File: config.mk
export PLATFORM = sky130hd
export DESIGN_NAME = pic_blend_stream
export DESIGN_NICKNAME = d
export VERILOG_FILES = /design/src/rtl/pic_blend_stream.sv
export SDC_FILE = /design/constraint.sdc
export NUM_CORES = 2
export LEC_CHECK = 0
export ABC_AREA = 1
export CAP_MARGIN = 25
export CORE_ASPECT_RATIO = 1.75
export CORE_UTILIZATION = 35
export CTS_BUF_LIST = sky130_fd_sc_hd__clkbuf_4
export DETAILED_ROUTE_END_ITERATION = 10
export PLACE_DENSITY = 0.52
export SETUP_SLACK_MARGIN = 0.2
export SYNTH_ARGS = -nofsm -noshare
export SYNTH_HDL_FRONTEND = slang
export SYNTH_SLANG_ARGS = --single-unit
File: constraint.sdc
create_clock -name CLK -period 6.81 [get_ports CLK]
set_input_delay 0.681 -clock CLK [delete_from_list [all_inputs] [get_ports CLK]]
set_output_delay 0.681 -clock CLK [all_outputs]
set_load 0.02 [all_outputs]
File: src/rtl/pic_blend_stream.sv
// pic_blend_stream
//   Streaming two-layer compositor. A background raster stream is blended with
//   an overlay (picture-in-picture) raster stream inside a window placed at
//   frame start, then written out as DRAM data words plus one burst command
//   per BURST pixels.
//
// Ports
//   CLK, RST_N                 clock, asynchronous active-low reset
//   START / BUSY / END / ERR   frame control: rising START runs one frame,
//                              END pulses on completion or rejection,
//                              ERR is sticky for an invalid window
//   PIP_X, PIP_Y               overlay top-left position
//   PIP_OPACITY, ALPHA_MODE    global alpha, per-pixel alpha enable
//   bg_data/valid/ready        background stream {R,G,B,X}
//   ov_data/valid/ready        overlay stream {R,G,B,A}
//   wr_afull                   write FIFO almost full (stalls acceptance only)
//   data_in/data_we            write data {strb, R, G, B, 8'hFF}
//   ctrl_in/ctrl_we            write command {len, byte address}
//
// Build option
//   PIC_BLEND_CHROMAKEY_EN     adds KEY_RGB; overlay pixels matching the key
//                              are made fully transparent (still consumed).
//
// state  | meaning
// IDLE   | waiting for a START rising edge
// CHECK  | latch window/alpha settings, validate window
// RUN    | accepting pixels
// REJECT | invalid window: set ERR, pulse END
// FLUSH  | all pixels accepted, draining the pipeline
module pic_blend_stream #(
  parameter int          BACK_W    = 1600,
  parameter int          BACK_H    = 900,
  parameter int          PIP_W     = 640,
  parameter int          PIP_H     = 480,
  parameter int          BURST     = 64,
  parameter logic [31:0] BASE_ADDR = 32'h0,
  parameter int          CW        = 12
) (
  input  logic          CLK,
  input  logic          RST_N,
  input  logic          START,
  output logic          BUSY,
  output logic          END,
  output logic          ERR,
  input  logic [CW-1:0] PIP_X,
  input  logic [CW-1:0] PIP_Y,
  input  logic [7:0]    PIP_OPACITY,
  input  logic          ALPHA_MODE,
`ifdef PIC_BLEND_CHROMAKEY_EN
  input  logic [23:0]   KEY_RGB,
`endif
  input  logic [31:0]   bg_data,
  input  logic          bg_valid,
  output logic          bg_ready,
  input  logic [31:0]   ov_data,
  input  logic          ov_valid,
  output logic          ov_ready,
  input  logic          wr_afull,
  output logic [35:0]   data_in,
  output logic          data_we,
  output logic [39:0]   ctrl_in,
  output logic          ctrl_we
);

  typedef enum logic [2:0] {S_IDLE, S_CHECK, S_RUN, S_REJECT, S_FLUSH} state_t;

  localparam logic [CW:0]   BACK_W_C = (CW+1)'(BACK_W);
  localparam logic [CW:0]   BACK_H_C = (CW+1)'(BACK_H);
  localparam logic [CW:0]   PIP_W_C  = (CW+1)'(PIP_W);
  localparam logic [CW:0]   PIP_H_C  = (CW+1)'(PIP_H);
  localparam logic [CW-1:0] X_LAST   = CW'(BACK_W - 1);
  localparam logic [CW-1:0] Y_LAST   = CW'(BACK_H - 1);
  localparam logic [7:0]    B_LAST   = 8'(BURST - 1);
  localparam logic [7:0]    B_LEN    = 8'(BURST);

  // (s + 128 + ((s + 128) >> 8)) >> 8 == round(s / 255); never exceeds 16 bits
  // for s <= 255*255.
  function automatic logic [7:0] rnd255(input logic [15:0] s);
    logic [15:0] t;
    t = s + 16'd128;
    t = t + {8'd0, t[15:8]};
    return t[15:8];
  endfunction

  function automatic logic [15:0] blend(input logic [7:0] ov, input logic [7:0] bg,
                                        input logic [7:0] a);
    return {8'd0, ov} * {8'd0, a} + {8'd0, bg} * {8'd0, 8'd255 - a};
  endfunction

  state_t          state_q;
  logic            start_q, err_q, end_q, mode_q;
  logic [CW-1:0]   px_q, py_q, x_q, y_q;
  logic [7:0]      op_q, bcnt_q;
  logic [31:0]     addr_q;

  logic            v0_q, first0_q, v1_q, first1_q;
  logic [23:0]     bg0_q, ov0_q;
  logic [7:0]      a0_q;
  logic [31:0]     addr0_q, addr1_q;
  logic [15:0]     sr_q, sg_q, sb_q;
  logic            data_we_q, ctrl_we_q;
  logic [35:0]     data_in_q;
  logic [39:0]     ctrl_in_q;

  logic [CW:0]     chk_x, chk_y, px_end, py_end;
  logic            win_ok, inwin, accept, last_pix, key_hit;
  logic [7:0]      a_scaled, a_pix;
  logic            unused_bg_x;

  assign unused_bg_x = ^bg_data[7:0];

  assign chk_x  = {1'b0, PIP_X} + PIP_W_C;
  assign chk_y  = {1'b0, PIP_Y} + PIP_H_C;
  assign win_ok = (chk_x <= BACK_W_C) && (chk_y <= BACK_H_C);

  assign px_end = {1'b0, px_q} + PIP_W_C;
  assign py_end = {1'b0, py_q} + PIP_H_C;
  assign inwin  = (x_q >= px_q) && ({1'b0, x_q} < px_end) &&
                  (y_q >= py_q) && ({1'b0, y_q} < py_end);

  assign accept   = (state_q == S_RUN) && bg_valid && !wr_afull && (!inwin || ov_valid);
  assign last_pix = (x_q == X_LAST) && (y_q == Y_LAST);
  assign bg_ready = accept;
  assign ov_ready = accept && inwin;

`ifdef PIC_BLEND_CHROMAKEY_EN
  logic [23:0] key_q;
  assign key_hit = (ov_data[31:8] == key_q);
`else
  assign key_hit = 1'b0;
`endif

  assign a_scaled = mode_q ? rnd255({8'd0, op_q} * {8'd0, ov_data[7:0]}) : op_q;
  assign a_pix    = (inwin && !key_hit) ? a_scaled : 8'd0;

  always_ff @(posedge CLK or negedge RST_N) begin
    if (!RST_N) begin
      state_q <= S_IDLE;
      start_q <= 1'b0;
      err_q   <= 1'b0;
      end_q   <= 1'b0;
      mode_q  <= 1'b0;
      px_q    <= '0;
      py_q    <= '0;
      x_q     <= '0;
      y_q     <= '0;
      op_q    <= '0;
      bcnt_q  <= '0;
      addr_q  <= '0;
`ifdef PIC_BLEND_CHROMAKEY_EN
      key_q   <= '0;
`endif
    end else begin
      start_q <= START;
      end_q   <= 1'b0;
      case (state_q)
        S_IDLE: if (START && !start_q) state_q <= S_CHECK;
        S_CHECK: begin
          px_q   <= PIP_X;
          py_q   <= PIP_Y;
          op_q   <= PIP_OPACITY;
          mode_q <= ALPHA_MODE;
`ifdef PIC_BLEND_CHROMAKEY_EN
          key_q  <= KEY_RGB;
`endif
          x_q    <= '0;
          y_q    <= '0;
          bcnt_q <= '0;
          addr_q <= BASE_ADDR;
          if (win_ok) begin
            err_q   <= 1'b0;
            state_q <= S_RUN;
          end else begin
            state_q <= S_REJECT;
          end
        end
        S_RUN: if (accept) begin
          addr_q <= addr_q + 32'd4;
          bcnt_q <= (bcnt_q == B_LAST) ? 8'd0 : bcnt_q + 8'd1;
          if (x_q == X_LAST) begin
            x_q <= '0;
            y_q <= y_q + 1'b1;
          end else begin
            x_q <= x_q + 1'b1;
          end
          if (last_pix) state_q <= S_FLUSH;
        end
        S_REJECT: begin
          err_q   <= 1'b1;
          end_q   <= 1'b1;
          state_q <= S_IDLE;
        end
        S_FLUSH: begin
          // Stage 1 holding the last word with stage 0 empty means the final
          // data_we fires next cycle; END is aligned with it.
          if (v1_q && !v0_q) begin
            end_q   <= 1'b1;
            state_q <= S_IDLE;
          end
        end
        default: state_q <= S_IDLE;
      endcase
    end
  end

  // capture -> multiply -> round; data_we lands 3 cycles after accept.
  always_ff @(posedge CLK or negedge RST_N) begin
    if (!RST_N) begin
      v0_q      <= 1'b0;
      first0_q  <= 1'b0;
      bg0_q     <= '0;
      ov0_q     <= '0;
      a0_q      <= '0;
      addr0_q   <= '0;
      v1_q      <= 1'b0;
      first1_q  <= 1'b0;
      sr_q      <= '0;
      sg_q      <= '0;
      sb_q      <= '0;
      addr1_q   <= '0;
      data_we_q <= 1'b0;
      ctrl_we_q <= 1'b0;
      data_in_q <= '0;
      ctrl_in_q <= '0;
    end else begin
      v0_q <= accept;
      if (accept) begin
        bg0_q    <= bg_data[31:8];
        ov0_q    <= ov_data[31:8];
        a0_q     <= a_pix;
        first0_q <= (bcnt_q == 8'd0);
        addr0_q  <= addr_q;
      end
      v1_q <= v0_q;
      if (v0_q) begin
        sr_q     <= blend(ov0_q[23:16], bg0_q[23:16], a0_q);
        sg_q     <= blend(ov0_q[15:8],  bg0_q[15:8],  a0_q);
        sb_q     <= blend(ov0_q[7:0],   bg0_q[7:0],   a0_q);
        first1_q <= first0_q;
        addr1_q  <= addr0_q;
      end
      data_we_q <= v1_q;
      ctrl_we_q <= v1_q && first1_q;
      if (v1_q) begin
        data_in_q <= {4'hF, rnd255(sr_q), rnd255(sg_q), rnd255(sb_q), 8'hFF};
        if (first1_q) ctrl_in_q <= {B_LEN, addr1_q};
      end
    end
  end

  assign BUSY    = (state_q != S_IDLE);
  assign END     = end_q;
  assign ERR     = err_q;
  assign data_we = data_we_q;
  assign data_in = data_in_q;
  assign ctrl_we = ctrl_we_q;
  assign ctrl_in = ctrl_in_q;

endmodule

==> impl_metrics.tcl <==
set metrics [dict create \
    initial_core_util 0.354 \
    clk-insertion-delay-late_ps 960 \
    met2WireLength_microns 44700 \
    synth_enable_flop_cells 0 \
    cts_max_level 3 \
    cts_root_buffer "clkbuf_4" \
    worst_r2r_endpoint "sr_q[14]$_DFFE_PN0P_" \
    hpwl_microns 65700 \
    hold_slack_ps 206 \
    holdCritStartpoint "START" \
    gp_routability_congestion 0.853 \
    met1Wirelength_microns 34100 \
    worst_setup_path_end_kind "register" \
    placed_cell_area_sq_um 34800 \
    drt-initial-drc-count 1020 \
    layout-drive-gt1-share 0.0510 \
    finalMaxSlewViolations 0 \
    rr_worst_depth 24 \
    syn_avg_cell_area_sq_um 7.83 \
    clock_path_buffers 3 \
    setup_violations 0 \
    path_class "register to register" \
    tritoncts "yes" \
    final-hold-violation-count 0 \
    met3_wirelength_microns 2820 \
    min_path_cells 1 \
    asyncSetResetFlopFracSynth 1.00 \
    slowest_stage "fa_1" \
    post_cts_hold_buffer_count 1 \
    numCtsBuffers 85 \
    antenna_violations_before_repair 9 \
    dieHeight_microns 403 \
    fp.coreArea_sq_um 90600 \
    cap_violations 0 \
    ant_nets 0 \
    global_route.usage.total 0.191 \
    post_cts_sizing_count 0 \
    path_max_fanout 10 \
    clock_skew_ps 47.7 \
    yosys_warnings 0 \
    syn_area_sq_um 32100 \
    grt_first_pass_wirelength_microns 140000 \
    worst_slew_margin_rel 0.330 \
    timing.setup.tns_ps 0 \
    post_drt_via_cell_ratio 4.66 \
    placedCellCount 5325 \
    worstHoldEndpoint "start_q$_DFF_PN0_" \
    worst_ep_arrival_time_ps 6870 \
    primary_ff_master_synth "dfrtp_1" \
    postSynthRegisterBits 327 \
    clock_sinks 327 \
    post_detailed_route_wirelength_per_cell_microns 15.5 \
    synth.lib_cells_used.distinct 55 \
    residual_drc 0 \
    critical_path.startpoint_type "register" \
    flow.area_growth_from_synthesis_pct 12.0 \
    timing.final.crit_share 0.884 \
    via_count 25521 \
    critPathMaxStageDelay_ps 570 \
    globalRoute.totalOverflow 0 \
    fin_cells 5482 \
    drt_pass1_iterations 5 \
    post_route_wl_microns 84800 \
    worst_max_slew_pin_slew_ps 1010 \
    timing.final.crit_period_ps 6020 \
    clk_transition_reported_paths_ps 60 \
    rsz0062_at_grt "false" \
    status "finished clean" \
    grt_pass1_vias 27047 \
    worstPathRequired_ps 7650 \
    synth_sequential_area_ratio 0.255 \
    post-cts-setup-buffer-count 0 \
    die_area_sq_um 92900 \
    origin_of_the_critical_flop_to_flop_path "a0_q[1]$_DFFE_PN0P_" \
    ff2ff_setup_slack_ps 790 \
    achievable-frequency_ghz 0.166 \
    hp-class "input port to register" \
    count_of_input_and_output_buffers 168 \
    fp.dieW_microns 231 \
    postSynthCellCount 4095 \
    final_nets 4960 \
    io-pin-count 186 \
    top_layer "met5" \
    fp-row-count 146 \
    crit_chain "inv_1 > nand2_1 > fa_1 > inv_1 > fa_1 > inv_1 > fa_1 > inv_1 > fa_1 > inv_1 > fa_1 > fa_1 > inv_1 > ha_1 > a21oi_1 > o21ai_0 > a21oi_1 > o21ai_1 > nand2_1 > nand2_1 > a21o_1 > or2_0 > nand3_1 > nand2_1" \
    grt_max_degree 148 \
    postLayoutCellArea_sq_um 35900 \
]
worst max path at each step:
| stage | slack [ps] | cells past startpoint | startpoint | end |
|---|---|---|---|---|
| after floorplan | 900 | 27 | a0_q[7]$_DFFE_PN0P_ | sb_q[14]$_DFFE_PN0P_ |
| after global placement | 260 | 32 | ov_data[4] | a0_q[5]$_DFFE_PN0P_ |
| after detailed placement | 210 | 32 | ov_data[4] | a0_q[5]$_DFFE_PN0P_ |
| after CTS | 750 | 25 | a0_q[1]$_DFFE_PN0P_ | sb_q[14]$_DFFE_PN0P_ |
| after global routing | 420 | 32 | op_q[2]$_DFFE_PN0P_ | a0_q[7]$_DFFE_PN0P_ |
| final | 790 | 24 | a0_q[1]$_DFFE_PN0P_ | sr_q[14]$_DFFE_PN0P_ |
stage by stage:
stage               worst slack, ps  utilization
floorplan                       897            -
global placement                257        0.385
detailed placement              210        0.385
CTS                             752        0.396
global route                    420        0.397
finish                          787        0.397
cell usage after synthesis (13+ instances only):
library cell,count,area (sq um)
o21ai_1,21,105
nand3_1,135,676
fa_1,325,6510
xor2_1,74,648
xnor2_1,21,184
ha_1,303,3790
nand4_1,26,163
buf_4,24,180
a21oi_1,100,500
nor3_1,42,210
buf_2,13,65.1
o21ai_0,242,1210
dfrtp_1,327,8180
nor2_1,253,950
clkbuf_1,120,450
or2_2,25,156
nand2_1,1037,3890
inv_1,888,3330
kinds of logic (layout without fill, tap and decap cells):
| kind of cell | count (synthesis) | after routing | share of synthesized area |
|---|---|---|---|
| AO/OA/AOI/OAI | 415 | 415 | 0.0688 |
| XOR/XNOR | 95 | 95 | 0.0259 |
| adder cells (fa/ha/maj) | 628 | 628 | 0.321 |
| buffers and inverters | 1063 | 1250 | 0.129 |
| flip-flops | 327 | 327 | 0.255 |
| other | 1 | 17 | 0.000117 |
| AND/OR/NAND/NOR | 1566 | 1566 | 0.200 |
area by class of cell:
type	instances	area, sq um
diodes	5	12.5
clock buffers	114	856
clock inverters	37	210
fillers	9615	54700
inverters	893	3350
multi-input cells	2716	19800
flip-flops and latches	327	8190
well taps	1184	1480
repair buffers	206	2040
flip-flops by register name, indices dropped and copies added, names as in the netlist, 12 cells and up:
signal   count
ctrl_in     31
addr0_q     30
addr1_q     30
addr_q      30
data_in     25
bg0_q       24
ov0_q       24
sb_q        16
sg_q        16
sr_q        16
px_q        12
py_q        12
x_q         12
y_q         12
per-layer routing:
layer / up-vias / track usage
met5: - / 0
met4: 8 / 0.0781
met3: 186 / 0.0273
met2: 425 / 0.358
met1: 12208 / 0.213
li1: 12694 / -
critical path, delay by kind of cell (launching register included):
family / cells / cell delay (ps)
AOI/OAI and AO/OA: 5 / 750
DFF: 1 / 550
buffers and inverters: 6 / 540
adders and majority gates: 7 / 3440
and+or+nand+nor: 6 / 640
cell usage in the layout, fill, tap and decap left out, types with 42 or more instances in the layout:
cell / netlist / layout
xor2_1: 74 / 74
nand3_1: 135 / 135
fa_1: 325 / 325
nor3_1: 42 / 42
o21ai_0: 242 / 242
a21oi_1: 100 / 100
nand2_1: 1037 / 1036
inv_1: 888 / 887
nor2_1: 253 / 253
ha_1: 303 / 303
clkbuf_4: 0 / 114
clkdlybuf4s50_1: 0 / 167
dfrtp_1: 327 / 325
Power is left out: the tool's default activity adds up to more than one toggle a clock period on the data nets, which glitch-free logic cannot reach.
